$ cat config.mk
export PLATFORM = sky130hd
export DESIGN_NAME = multiword_add_seq
export DESIGN_NICKNAME = d
export VERILOG_FILES = /design/src/rtl/multiword_add_seq.sv
export SDC_FILE = /design/constraint.sdc
export NUM_CORES = 1
export LEC_CHECK = 0
export CAP_MARGIN = 25
export CORE_MARGIN = 2
export CORE_UTILIZATION = 50
export DETAILED_ROUTE_END_ITERATION = 10
export PLACE_DENSITY = 0.83
export SYNTH_ARGS = -nofsm -noshare
export SYNTH_HDL_FRONTEND = slang
export SYNTH_SLANG_ARGS = --single-unit
$ cat constraint.sdc
create_clock -name clk -period 19.1 [get_ports clk]
set_input_delay 5.73 -clock clk [delete_from_list [all_inputs] [get_ports clk]]
set_output_delay 5.73 -clock clk [all_outputs]
set_load 0.05 [all_outputs]
$ cat src/rtl/multiword_add_seq.sv
// Multi-word add/subtract sequencer: feeds wide operands through a 16-bit adder
// one slice per cycle (LSW first) and presents the result with carry and overflow.
module multiword_add_seq #(
  parameter int unsigned WORDS = 4
) (
  input  logic                  clk,
  input  logic                  rst,
  input  logic                  in_valid,
  output logic                  in_ready,
  input  logic [16*WORDS-1:0]   a,
  input  logic [16*WORDS-1:0]   b,
  input  logic                  cin,
  input  logic                  sub,
  output logic                  out_valid,
  input  logic                  out_ready,
  output logic [16*WORDS-1:0]   sum,
  output logic                  cout,
  output logic                  overflow
);
  localparam int unsigned W  = 16 * WORDS;
  localparam int unsigned KW = (WORDS > 1) ? $clog2(WORDS) : 1;
  localparam logic [KW-1:0] K_LAST = KW'(WORDS - 1);

  typedef enum logic [1:0] {IDLE, RUN, DONE} state_t;

  state_t          state, state_nxt;
  logic [W-1:0]    opa, opb;
  logic            carry;
  logic [KW-1:0]   k;
  logic [15:0]     slice_a, slice_b, slice_s;
  logic            slice_c;
  logic            last;
  logic            accept;

  assign slice_a = opa[16*k +: 16];
  assign slice_b = opb[16*k +: 16];
  assign {slice_c, slice_s} = {1'b0, slice_a} + {1'b0, slice_b} + {16'd0, carry};
  assign last   = (k == K_LAST);
  assign accept = in_valid && (state == IDLE);

  assign in_ready  = (state == IDLE);
  assign out_valid = (state == DONE);

  always_ff @(posedge clk or posedge rst) begin
    if (rst) state <= IDLE;
    else     state <= state_nxt;
  end

  always_comb begin
    state_nxt = state;
    unique case (state)
      IDLE:    if (in_valid) state_nxt = RUN;
      RUN:     if (last)     state_nxt = DONE;
      DONE:    if (out_ready) state_nxt = IDLE;
      default: state_nxt = IDLE;
    endcase
  end

  // Subtraction is A + ~B + 1, so the inverted operand and forced carry are captured up front.
  always_ff @(posedge clk or posedge rst) begin
    if (rst) begin
      opa      <= '0;
      opb      <= '0;
      carry    <= 1'b0;
      k        <= '0;
      sum      <= '0;
      cout     <= 1'b0;
      overflow <= 1'b0;
    end else if (accept) begin
      opa   <= a;
      opb   <= sub ? ~b : b;
      carry <= sub ? 1'b1 : cin;
      k     <= '0;
    end else if (state == RUN) begin
      sum[16*k +: 16] <= slice_s;
      carry           <= slice_c;
      if (last) begin
        k        <= '0;
        cout     <= slice_c;
        overflow <= (opa[W-1] == opb[W-1]) && (slice_s[15] != opa[W-1]);
      end else begin
        k <= k + 1'b1;
      end
    end
  end
endmodule

## Word level (Yosys, flattened, before mapping)

Index checks and enable logic that the tools add are counted.

- Add/sub/neg operators: 4
- Equality and inequality tests: 8
- Shifts and indexed selects: 4
- Mux-type cells: 12
- Bitwise gates (word level): 2
- Reductions and logical operators: 7

Operator list:

| operator | number |
|---|---|
| $shiftx 64x7->16 | 2 |
| $bwmux 64 | 1 |
| $mux 64 | 1 |
| $not 64->64 | 1 |
| $shift 16x34->64 const A | 1 |
| $shiftx 16x34->64 | 1 |
| $neg 6->34 | 1 |
| $add 16x16->17 | 1 |
| $add 17x1->17 | 1 |
| $mux 2 | 6 |
| $pmux 2 s3 | 1 |
| $reduce_and 3->1 | 2 |
| $eq 2x2->1 const B | 2 |
| $ne 2x2->1 const B | 2 |
| $mux 1 | 3 |
| $add 2x1->2 const B | 1 |
| $eq 2x1->1 const B | 1 |
| $logic_and 1x1->1 | 2 |
| $logic_not 2->1 | 1 |
| $ne 2x1->1 const B | 1 |
| $reduce_and 2->1 | 1 |
| $reduce_bool 2->1 | 1 |
| $eq 1x1->1 | 1 |
| $ne 1x1->1 | 1 |
| $not 1->1 | 1 |

- Flip-flop bits (word level): 199
- Input port bits: 134
- Output and inout bits: 68

## Logic depth before layout (Yosys ltp)

Gate-level depths: netlist of run 1.

- Depth after elaboration: 5
- Mapped depth: 11
- Gate-level depth less buffers: 9

## Worst setup path before layout of run 1

OpenSTA, ideal clock, no wires.

- Kind: input-to-reg
- Start point: in in_valid
- End point: reg state[0]
- Library setup time: 0.143 ns
- Arrival time: 6.781 ns
- Path slack: 12.176 ns
- Stages on the path: 5
- Path buffers: 3
- Cell sequence: nand2_1 clkbuf_1 clkbuf_1 clkbuf_1 o21ai_0

- Cells in the longest elaborated chain, start to end: 2

Ends and longest elaborated chain:

| what | line | RTL |
|---|---|---|
| start, declared | 8 | `input logic in_valid,` |
| $ne 2x2->1 (no source line) | n/a |  |
| $reduce_and 3->1 (no source line) | n/a |  |
| end signal, assigned | 46 | `else state <= state_nxt;` |
| end, declared | 26 | `state_t state, state_nxt;` |

No other way between the ends.
A chain may end at the register's enable or synchronous reset.

## Final worst setup path of run 1

- Start point: reg state[0]
- End point: out in_ready

- Cells in the longest elaborated chain, start to end: 1

Ends and longest elaborated chain:

| what | line | RTL |
|---|---|---|
| $logic_not 2->1 | 41 | `assign in_ready = (state == IDLE);` |
| end, declared | 9 | `output logic in_ready,` |

No other way between the ends.

==> results of run 1 <==
==> final cells by class <==
class | instances | area, um^2 | area share, %
Tap cell | 234 | 292.8 | 2.398
Sequential cell | 199 | 4982 | 40.81
Clock buffer | 20 | 446.7 | 3.659
Multi-Input combinational cell | 636 | 4209 | 34.48
Clock inverter | 11 | 102.6 | 0.8404
Inverter | 6 | 30.03 | 0.2460
Timing Repair Buffer | 212 | 2145 | 17.57
==> Yosys cell counts (all sizes together) (2+ instances only) <==
cell type    n  area, um^2
o211ai       5       37.54
nand2b       3       18.77
o21ai       85       429.2
mux4        32       720.7
a31oi        3       18.77
dfrtp      199        4980
and3         3       18.77
nor2         7       26.28
ha          21       262.8
inv          6       22.52
xnor2       70       613.1
a211oi       2       20.02
nand3        7       35.03
nor3         2       10.01
a21o         5       37.54
or3          2       12.51
nand2      286        1074
clkbuf      36       135.1
a22o        53       464.2
o31ai        5       37.54
fa           2       40.04
and2         3       18.77
nor4         2       18.77
o21bai       2       15.01
xor2         5       43.79
buf         18       86.33
nor2b        2       12.51
a21oi       15       78.83
==> path summary, 6_finish.rpt <==
| kind | start | end | cells past startpoint |
|---|---|---|---|
| hold / removal | opa[23]$_DFFE_PP0P_ | opa[23]$_DFFE_PP0P_ | 2 |
| setup / recovery | state[0]$_DFFE_PP0P_ | in_ready | 2 |
| setup reg to reg | k[0]$_DFFE_PP0P_ | sum[30]$_DFFE_PP0P_ | 10 |
| min in group asynchronous | rst | sum[22]$_DFFE_PP0P_ | 2 |
| hold reg to reg | opa[23]$_DFFE_PP0P_ | opa[23]$_DFFE_PP0P_ | 2 |
| max in group asynchronous | rst | opa[1]$_DFFE_PP0P_ | 4 |
==> placed cells by master, fill, tap and decap left out, types with 2 or more instances in the layout <==
cell and n:
buf_4 9, o211ai_1 5, dfrtp_2 2, buf_16 2, mux4_2 32, dfrtp_1 197
clkinv_2 2, nand3_1 7, o21ai_0 83, clkdlybuf4s50_1 200, ha_1 21, o31ai_1 5
nand2b_1 3, or3_1 2, nor2b_1 2, fa_1 2, nor3_1 2, a21o_1 5
clkinvlp_4 6, a21oi_1 14, a22o_1 53, and3_1 3, o21bai_1 2, clkbuf_1 2
xor2_1 5, inv_1 5, nor2_1 7, xnor2_1 70, and2_1 2, a31oi_1 3
clkbuf_16 17, nand2_1 285
==> power breakdown <==
part / switching (W) / internal (W)
registers: 0.0000994 / 0.000587
logic: 0.000797 / 0.000466
clock network: 0.000155 / 0.000182
total: 0.00105 / 0.00124
==> registers in the layout (all words and copies together), names as in the netlist <==
register / count
opa: 64
overflow: 1
opb: 64
state: 2
k: 2
cout: 1
carry: 1
sum: 64
==> routing by layer <==
layer | wire length (um) | global-route usage [%]
met1 | 9768 | 31.94
met2 | 11630 | 39.78
met3 | 1241 | 4.489
met4 | 704 | 8.684
met5 | 0 | 0
==> cell families after synthesis <==
family	count (synthesis)	synth area share (%)
compound gates	181	12.79
fa+ha+maj	23	3.213
xor+xnor	75	6.970
flops	199	52.84
buf+inv	60	2.589
mux	33	7.754
simple gates	324	13.85
==> worst register-to-register path: stages, from the launching register on <==
cell and delay [ns]:
dfrtp_2 0.44, buf_4 0.60, mux4_2 0.68, fa_1 0.46, fa_1 0.43, a21o_1 0.21
a311o_1 0.44, a2111oi_2 0.32, nor2_1 0.10, xor2_1 0.43, a22o_1 0.21
==> stage by stage <==
stage	worst slack, ns	hold WS (ns)	area, um^2	util [%]
global placement	11.09	0.4529	11580	62.34
finish	11.18	0.4734	12210	65.70
global route	11.13	0.4970	12210	65.70
CTS	11.21	0.4781	12130	65.30
floorplan	7.944	0.4403	9424	-
detailed placement	10.99	0.4617	11580	62.34
==> flow_summary.json, run 1 <==
{
  "io_pins": 202,
  "ir_drop_uv": 171.7,
  "leakage_nw": 5.477,
  "crit_buf_inv": 1,
  "synthArstFlopShare_pct": 100.0,
  "cap_violations": 0,
  "grt_pass1_vias": 7125,
  "worstPathMaxFanout": 4,
  "drt_iter0_markers": 482,
  "ys.flop_type": "dfrtp_1",
  "total_power_w": 0.002286,
  "seq_area_frac_synth_pct": 52.84,
  "synth-warning-count": 0,
  "rsz0062_at_grt": "no",
  "syn2layout_area_growth_pct": 29.54,
  "num_vias": 7242,
  "ys_ff_latch": 199,
  "routedWlPerCell_um": 17.72,
  "crit_type": "register to output pin",
  "cts_sinks": 199,
  "initial_core_util_pct": 50.72,
  "wl_um": 23350,
  "slowest_stage": "clkdlybuf4s50_1",
  "syn_area_mm2": 0.009424,
  "fin_crit_ns": 7.923,
  "htree_levels": 4,
  "core_mm2": 0.01858,
  "drive_above_1_share_pct": 8.026,
  "dp_cells": 1284,
  "die-area_mm2": 0.01996,
  "stdcell_count": 1318,
  "hold_viol": 0,
  "grt_max_degree": 134,
  "critPathArrivalTime_ns": 2.19,
  "dieHeight_um": 141.3,
  "worstSetupStartpointType": "register",
  "r2r_setup_slack_ns": 14.72,
  "first_pass_iters": 5,
  "clk_pin_slew_ns": 0.07,
  "cts_root_buf": "clkbuf_16",
  "grt_pass1_wl_um": 37140,
  "tns_ns": 0,
  "gp_congestion": 0.8941,
  "hold_buffers": 0,
  "cp-end-kind": "output pin",
  "core.rowCount": 50,
  "slew_headroom_pct": 34.67,
  "cp_top_family": "buffers and inverters",
  "netlist_instances": 895,
  "final_max_slew_viol_count": 0,
  "status": "finished clean",
  "cts_max_path_buffers": 2,
  "synth.avg_cell_area_um2": 10.53,
  "period_share_pct": 41.48,
  "fmaxAchievable_mhz": 126.2,
  "cts_tree": "done",
  "critPathRequiredTime_ns": 13.37,
  "synth.distinct_cells": 49,
  "globalRouteOverflowTotal": 0,
  "finalSetupViolations": 0,
  "antenna_found_initial": 0,
  "synth_edf_count": 0,
  "hp-class": "register to register",
  "grt_use_total_pct": 23.98,
  "cts_setup_buffers": 0,
  "cts_resized": 0,
  "io_buffers": 201,
  "cts_buffers": 17,
  "syn-num-nets": 1052,
  "drc": 0,
  "max_stage_delay_ns": 0.91,
  "p_per_area_mw_per_mm2": 187.3,
  "path_cells": "nor2_1 -> clkdlybuf4s50_1",
  "ant_nets": 0,
  "antenna_cells": 0,
  "finClkSkew_ns": 0.009341,
  "worstMarginPinSlew_ns": 0.9800,
  "nets": 1229,
  "vias_per_cell": 5.495,
  "clkLatencyLatePin_ns": 0.43,
  "die_w_um": 141.3,
  "hpwl_um": 16750,
  "fillers": 1424
}
Note: power is estimated with default switching activity, not from simulation.
==> run 2: changes to the inputs <==
==> constraint.sdc (replaced) <==
create_clock -name clk -period 7.65 [get_ports clk]
set_input_delay 2.295 -clock clk [delete_from_list [all_inputs] [get_ports clk]]
set_output_delay 2.295 -clock clk [all_outputs]
set_load 0.05 [all_outputs]
==> flow_summary.json, run 2 (same netlist as run 1, synthesis figures left out) <==
{
  "drive_above_1_share_pct": 7.941,
  "cap_violations": 0,
  "cts_sinks": 199,
  "core.rowCount": 50,
  "globalRouteMet3Util_pct": 3.780,
  "grt_max_degree": 200,
  "r2r-end": "sum[30]$_DFFE_PP0P_",
  "first_pass_iters": 5,
  "htree_levels": 4,
  "hold_buffers": 0,
  "cts_max_path_buffers": 2,
  "routedWlPerCell_um": 17.65,
  "multiInputGateArea_mm2": 0.004209,
  "r2r-start": "k[0]$_DFFE_PP0P_",
  "use_met1_pct": 33.36,
  "status": "finished clean",
  "globalRouteOverflowTotal": 0,
  "use_met2_pct": 39.37,
  "dieHeight_um": 141.3,
  "initial_core_util_pct": 50.72,
  "fillers": 1404,
  "ff2ff_path_depth": 9,
  "fin_crit_ns": 4.455,
  "slowest_stage": "clkdlybuf4s50_1",
  "p_per_area_mw_per_mm2": 471.4,
  "ir_drop_uv": 297.9,
  "cts_root_buf": "clkbuf_16",
  "wl_um": 23240,
  "cts_tree": "done",
  "final_cell_mix": "285 x nand2_1, 200 x clkdlybuf4s50_1, 197 x dfrtp_1, 83 x o21ai_0, 70 x xnor2_1",
  "drt_iter0_markers": 472,
  "grt_pass1_wl_um": 37530,
  "cts_buffers": 17,
  "period_share_pct": 58.24,
  "clk_pin_slew_ns": 0.07,
  "io_pins": 202,
  "hp-class": "register to register",
  "rsz0062_at_grt": "no",
  "r2r_setup_slack_ns": 3.48,
  "vias_per_cell": 5.494,
  "critPathRequiredTime_ns": 5.36,
  "leakage_nw": 5.502,
  "clkLatencyLatePin_ns": 0.43,
  "io_buffers": 201,
  "die_w_um": 141.3,
  "cts_resized": 0,
  "fmaxAchievable_mhz": 224.5,
  "hpwl_um": 16630,
  "syn2layout_area_growth_pct": 29.94,
  "top_usage_layer": "met2",
  "drc": 0,
  "cts_setup_buffers": 0,
  "crit_path_end": "in_ready",
  "seq_area_mm2": 0.004982,
  "worstSetupStartpoint": "state[0]$_DFFE_PP0P_",
  "tns_ns": 0,
  "die-area_mm2": 0.01996,
  "nets": 1228,
  "num_vias": 7235,
  "mostFrequentLayoutCell": "nand2_1",
  "hold_viol": 0,
  "crit_type": "register to output pin",
  "core_mm2": 0.01858,
  "reg.largest.list": "opa x64, opb x64, sum x64",
  "critPathArrivalTime_ns": 2.16,
  "finClkSkew_ns": 0.007918,
  "cp-end-kind": "output pin",
  "slew_headroom_pct": 21.33,
  "gp_congestion": 0.8656,
  "grt_pass1_vias": 7116,
  "finalSetupViolations": 0,
  "ant_nets": 0,
  "grt_use_total_pct": 24.10,
  "worstSetupStartpointType": "register",
  "worstMarginPinSlew_ns": 1.180,
  "antenna_found_initial": 0,
  "worstPathMaxFanout": 4,
  "max_stage_delay_ns": 0.90,
  "utilization_pct": 65.91,
  "path_cells": "nor2_1 -> clkdlybuf4s50_1",
  "final_max_slew_viol_count": 0,
  "antenna_cells": 0
}
## run 2: cell type report
class                      instances  area share [%]
clock inverter                    10           1.185
tap                              234           2.391
timing repair buffer             211           17.39
multi-input combinational        636           34.37
inverter                           6          0.2146
clock buffer                      21           3.760
sequential                       199           40.69
## run 2: through the flow
step           worst slack (ns)  std cells  power, W  hold WS, ns  area (um^2)
2_1_floorplan             2.781        895  0.003892       0.4403         9428
5_1_grt                   3.150       1317  0.006142       0.4872        12250
3_3_place_gp              3.070       1284  0.004687       0.4535        11590
4_1_cts                   3.214       1317  0.005771       0.4749        12250
3_5_place_dp              3.472       1286  0.004829       0.4576        11640
6_report                  3.195       1317  0.005772       0.4697        12250
## run 2: how the worst min path moves through the flow
stage,start,endpoint,slack (ns),depth (start not counted)
finish,opa[57]$_DFFE_PP0P_,opa[57]$_DFFE_PP0P_,0.47,2
global route,opa[16]$_DFFE_PP0P_,opa[16]$_DFFE_PP0P_,0.49,2
CTS,opa[57]$_DFFE_PP0P_,opa[57]$_DFFE_PP0P_,0.47,2
detailed placement,opa[57]$_DFFE_PP0P_,opa[57]$_DFFE_PP0P_,0.46,2
global placement,opa[11]$_DFFE_PP0P_,opa[11]$_DFFE_PP0P_,0.45,2
floorplan,opa[32]$_DFFE_PP0P_,opa[32]$_DFFE_PP0P_,0.44,2
## run 2: per-layer routing
layer	share of wire [%]	vias to the layer above
met3	4.5	36
li1	-	3421
met2	50	237
met4	2.3	0
met5	0	-
met1	43	3541
## run 2: where the power goes
| group | switching (W) | internal (W) |
|---|---|---|
| registers | 0.000274 | 0.00146 |
| logic | 0.00194 | 0.00117 |
| clock network | 0.000392 | 0.000533 |
## run 2: worst max-delay path: cells and delay by family (launching register included)
family	cells	cell delay (ns)
DFF	1	0.40
buffers and inverters	1	0.90
and+or+nand+nor	1	0.42
==> run 3: changes to the inputs <==
==> constraint.sdc (replaced) <==
create_clock -name clk -period 4.55 [get_ports clk]
set_input_delay 1.365 -clock clk [delete_from_list [all_inputs] [get_ports clk]]
set_output_delay 1.365 -clock clk [all_outputs]
set_load 0.05 [all_outputs]
==> flow_summary.json, run 3 (same netlist as run 1, synthesis figures left out) <==
{
  "hold_viol": 0,
  "ant_nets": 0,
  "p_per_area_mw_per_mm2": 791.8,
  "ff2ff_path_depth": 9,
  "mostFrequentLayoutCell": "nand2_1",
  "wl_um": 24430,
  "cp-end-kind": "register",
  "hold_buffers": 0,
  "die_w_um": 141.3,
  "grt_max_degree": 87,
  "initial_core_util_pct": 50.72,
  "grt_pass1_vias": 7317,
  "fmaxAchievable_mhz": 263.6,
  "cts_buffers": 17,
  "worstSetupStartpointType": "register",
  "cts_root_buf": "clkbuf_16",
  "leakage_nw": 5.529,
  "crit_type": "register to register",
  "hp-class": "register to register",
  "htree_levels": 4,
  "hold_path_depth": 2,
  "critPathRequiredTime_ns": 4.93,
  "worstPathMaxFanout": 17,
  "drt_iter0_markers": 551,
  "finClkSkew_ns": 0.01039,
  "combinationalPowerShare_pct": 52.9,
  "p_sw_share_pct": 45.44,
  "drc": 0,
  "antenna_found_initial": 0,
  "r2r_setup_slack_ns": 0.76,
  "hpwl_um": 17810,
  "cap_violations": 0,
  "reg.largest.list": "opa x64, opb x64, sum x64",
  "final_area_mm2": 0.01228,
  "pwr-share-clk_pct": 16.4,
  "worstMarginPinSlew_ns": 0.7441,
  "vias_per_cell": 5.535,
  "grt_use_total_pct": 25.46,
  "grt_pass1_wl_um": 39100,
  "status": "finished clean",
  "r2r-start": "k[0]$_DFFE_PP0P_",
  "clk_pin_slew_ns": 0.07,
  "cts_sinks": 199,
  "critPathArrivalTime_ns": 4.17,
  "antenna_cells": 0,
  "dp_slack_ns": 0.7551,
  "routedWlPerCell_um": 18.47,
  "io_pins": 202,
  "tns_ns": 0,
  "syn2layout_area_growth_pct": 30.30,
  "clkLatencyLatePin_ns": 0.45,
  "rsz0062_at_grt": "no",
  "final_max_slew_viol_count": 0,
  "slew_headroom_pct": 49.98,
  "period_share_pct": 83.38,
  "fin_crit_ns": 3.794,
  "place_area_mm2": 0.01166,
  "core_mm2": 0.01858,
  "dieHeight_um": 141.3,
  "finalSetupViolations": 0,
  "cts_resized": 0,
  "gp_congestion": 0.8557,
  "cts_tree": "done",
  "nets": 1233,
  "final_cell_mix": "285 x nand2_1, 200 x clkdlybuf4s50_1, 197 x dfrtp_1, 83 x o21ai_0, 70 x xnor2_1",
  "seqPwrFrac_pct": 30.7,
  "layout_setup_ws_ns": 0.7560,
  "num_vias": 7323,
  "whs_endpoint": "opa[35]$_DFFE_PP0P_",
  "r2r-end": "sum[30]$_DFFE_PP0P_",
  "p_int_w": 0.005305,
  "first_pass_iters": 5,
  "cts_max_path_buffers": 2,
  "ir_drop_uv": 406.1,
  "io_buffers": 201,
  "globalRouteOverflowTotal": 0,
  "drive_above_1_share_pct": 8.632,
  "core.rowCount": 50,
  "cts_setup_buffers": 0,
  "die-area_mm2": 0.01996,
  "p_sw_w": 0.004418,
  "holdCritStartpoint": "opa[35]$_DFFE_PP0P_"
}
==> run 3: worst max path at each step <==
stage	end	cells after the start	startpoint	slack, ns
3_3_place_gp	sum[46]$_DFFE_PP0P_	9	k[0]$_DFFE_PP0P_	0.85
3_5_place_dp	sum[46]$_DFFE_PP0P_	9	k[0]$_DFFE_PP0P_	0.76
6_report	sum[30]$_DFFE_PP0P_	9	k[0]$_DFFE_PP0P_	0.76
4_1_cts	sum[30]$_DFFE_PP0P_	9	k[0]$_DFFE_PP0P_	0.74
2_1_floorplan	carry$_DFFE_PP0P_	1	rst	0.61
5_1_grt	sum[30]$_DFFE_PP0P_	10	k[0]$_DFFE_PP0P_	0.55
==> run 3: worst max-delay path: stages (launching register included) <==
cell and delay [ns]:
dfrtp_2 0.66, mux4_2 0.58, fa_1 0.47, fa_1 0.43
a21o_1 0.20, a311o_1 0.43, a2111oi_2 0.33, nor2_1 0.13
xor2_1 0.31, a22o_1 0.19
==> run 3: metrics by stage <==
stage	instances	utilization (%)	hold WS [ns]	total power, W
2_1_floorplan	895	-	0.4403	0.006544
3_3_place_gp	1291	62.74	0.4549	0.007938
3_5_place_dp	1291	62.74	0.4603	0.008087
4_1_cts	1323	66.09	0.4776	0.009718
5_1_grt	1323	66.09	0.4947	0.01037
6_report	1323	66.09	0.4760	0.009723
==> run 3: power groups by stage <==
stage	sequential (W)	clock [W]	combinational [W]
5_1_grt	0.00305	0.00169	0.00562
2_1_floorplan	0.00317	0	0.00337
3_5_place_dp	0.00299	0	0.00510
4_1_cts	0.00298	0.00160	0.00514
6_report	0.00298	0.00160	0.00515
3_3_place_gp	0.00296	0	0.00498
==> run 3: final cells by class <==
cell class	count	area, um^2
multi-input cells	636	4209
clock inverters	14	182.7
fillers	1367	6301
well taps	234	292.8
clock buffers	18	439.2
repair buffers	216	2147
flip-flops and latches	199	4982
inverters	6	26.28
==> run 3: metal layers <==
metal,global-route usage (%),wire length [um]
met1,33.56,9969
met2,42.54,12300
met3,4.860,1436
met4,9.263,724
met5,0,0
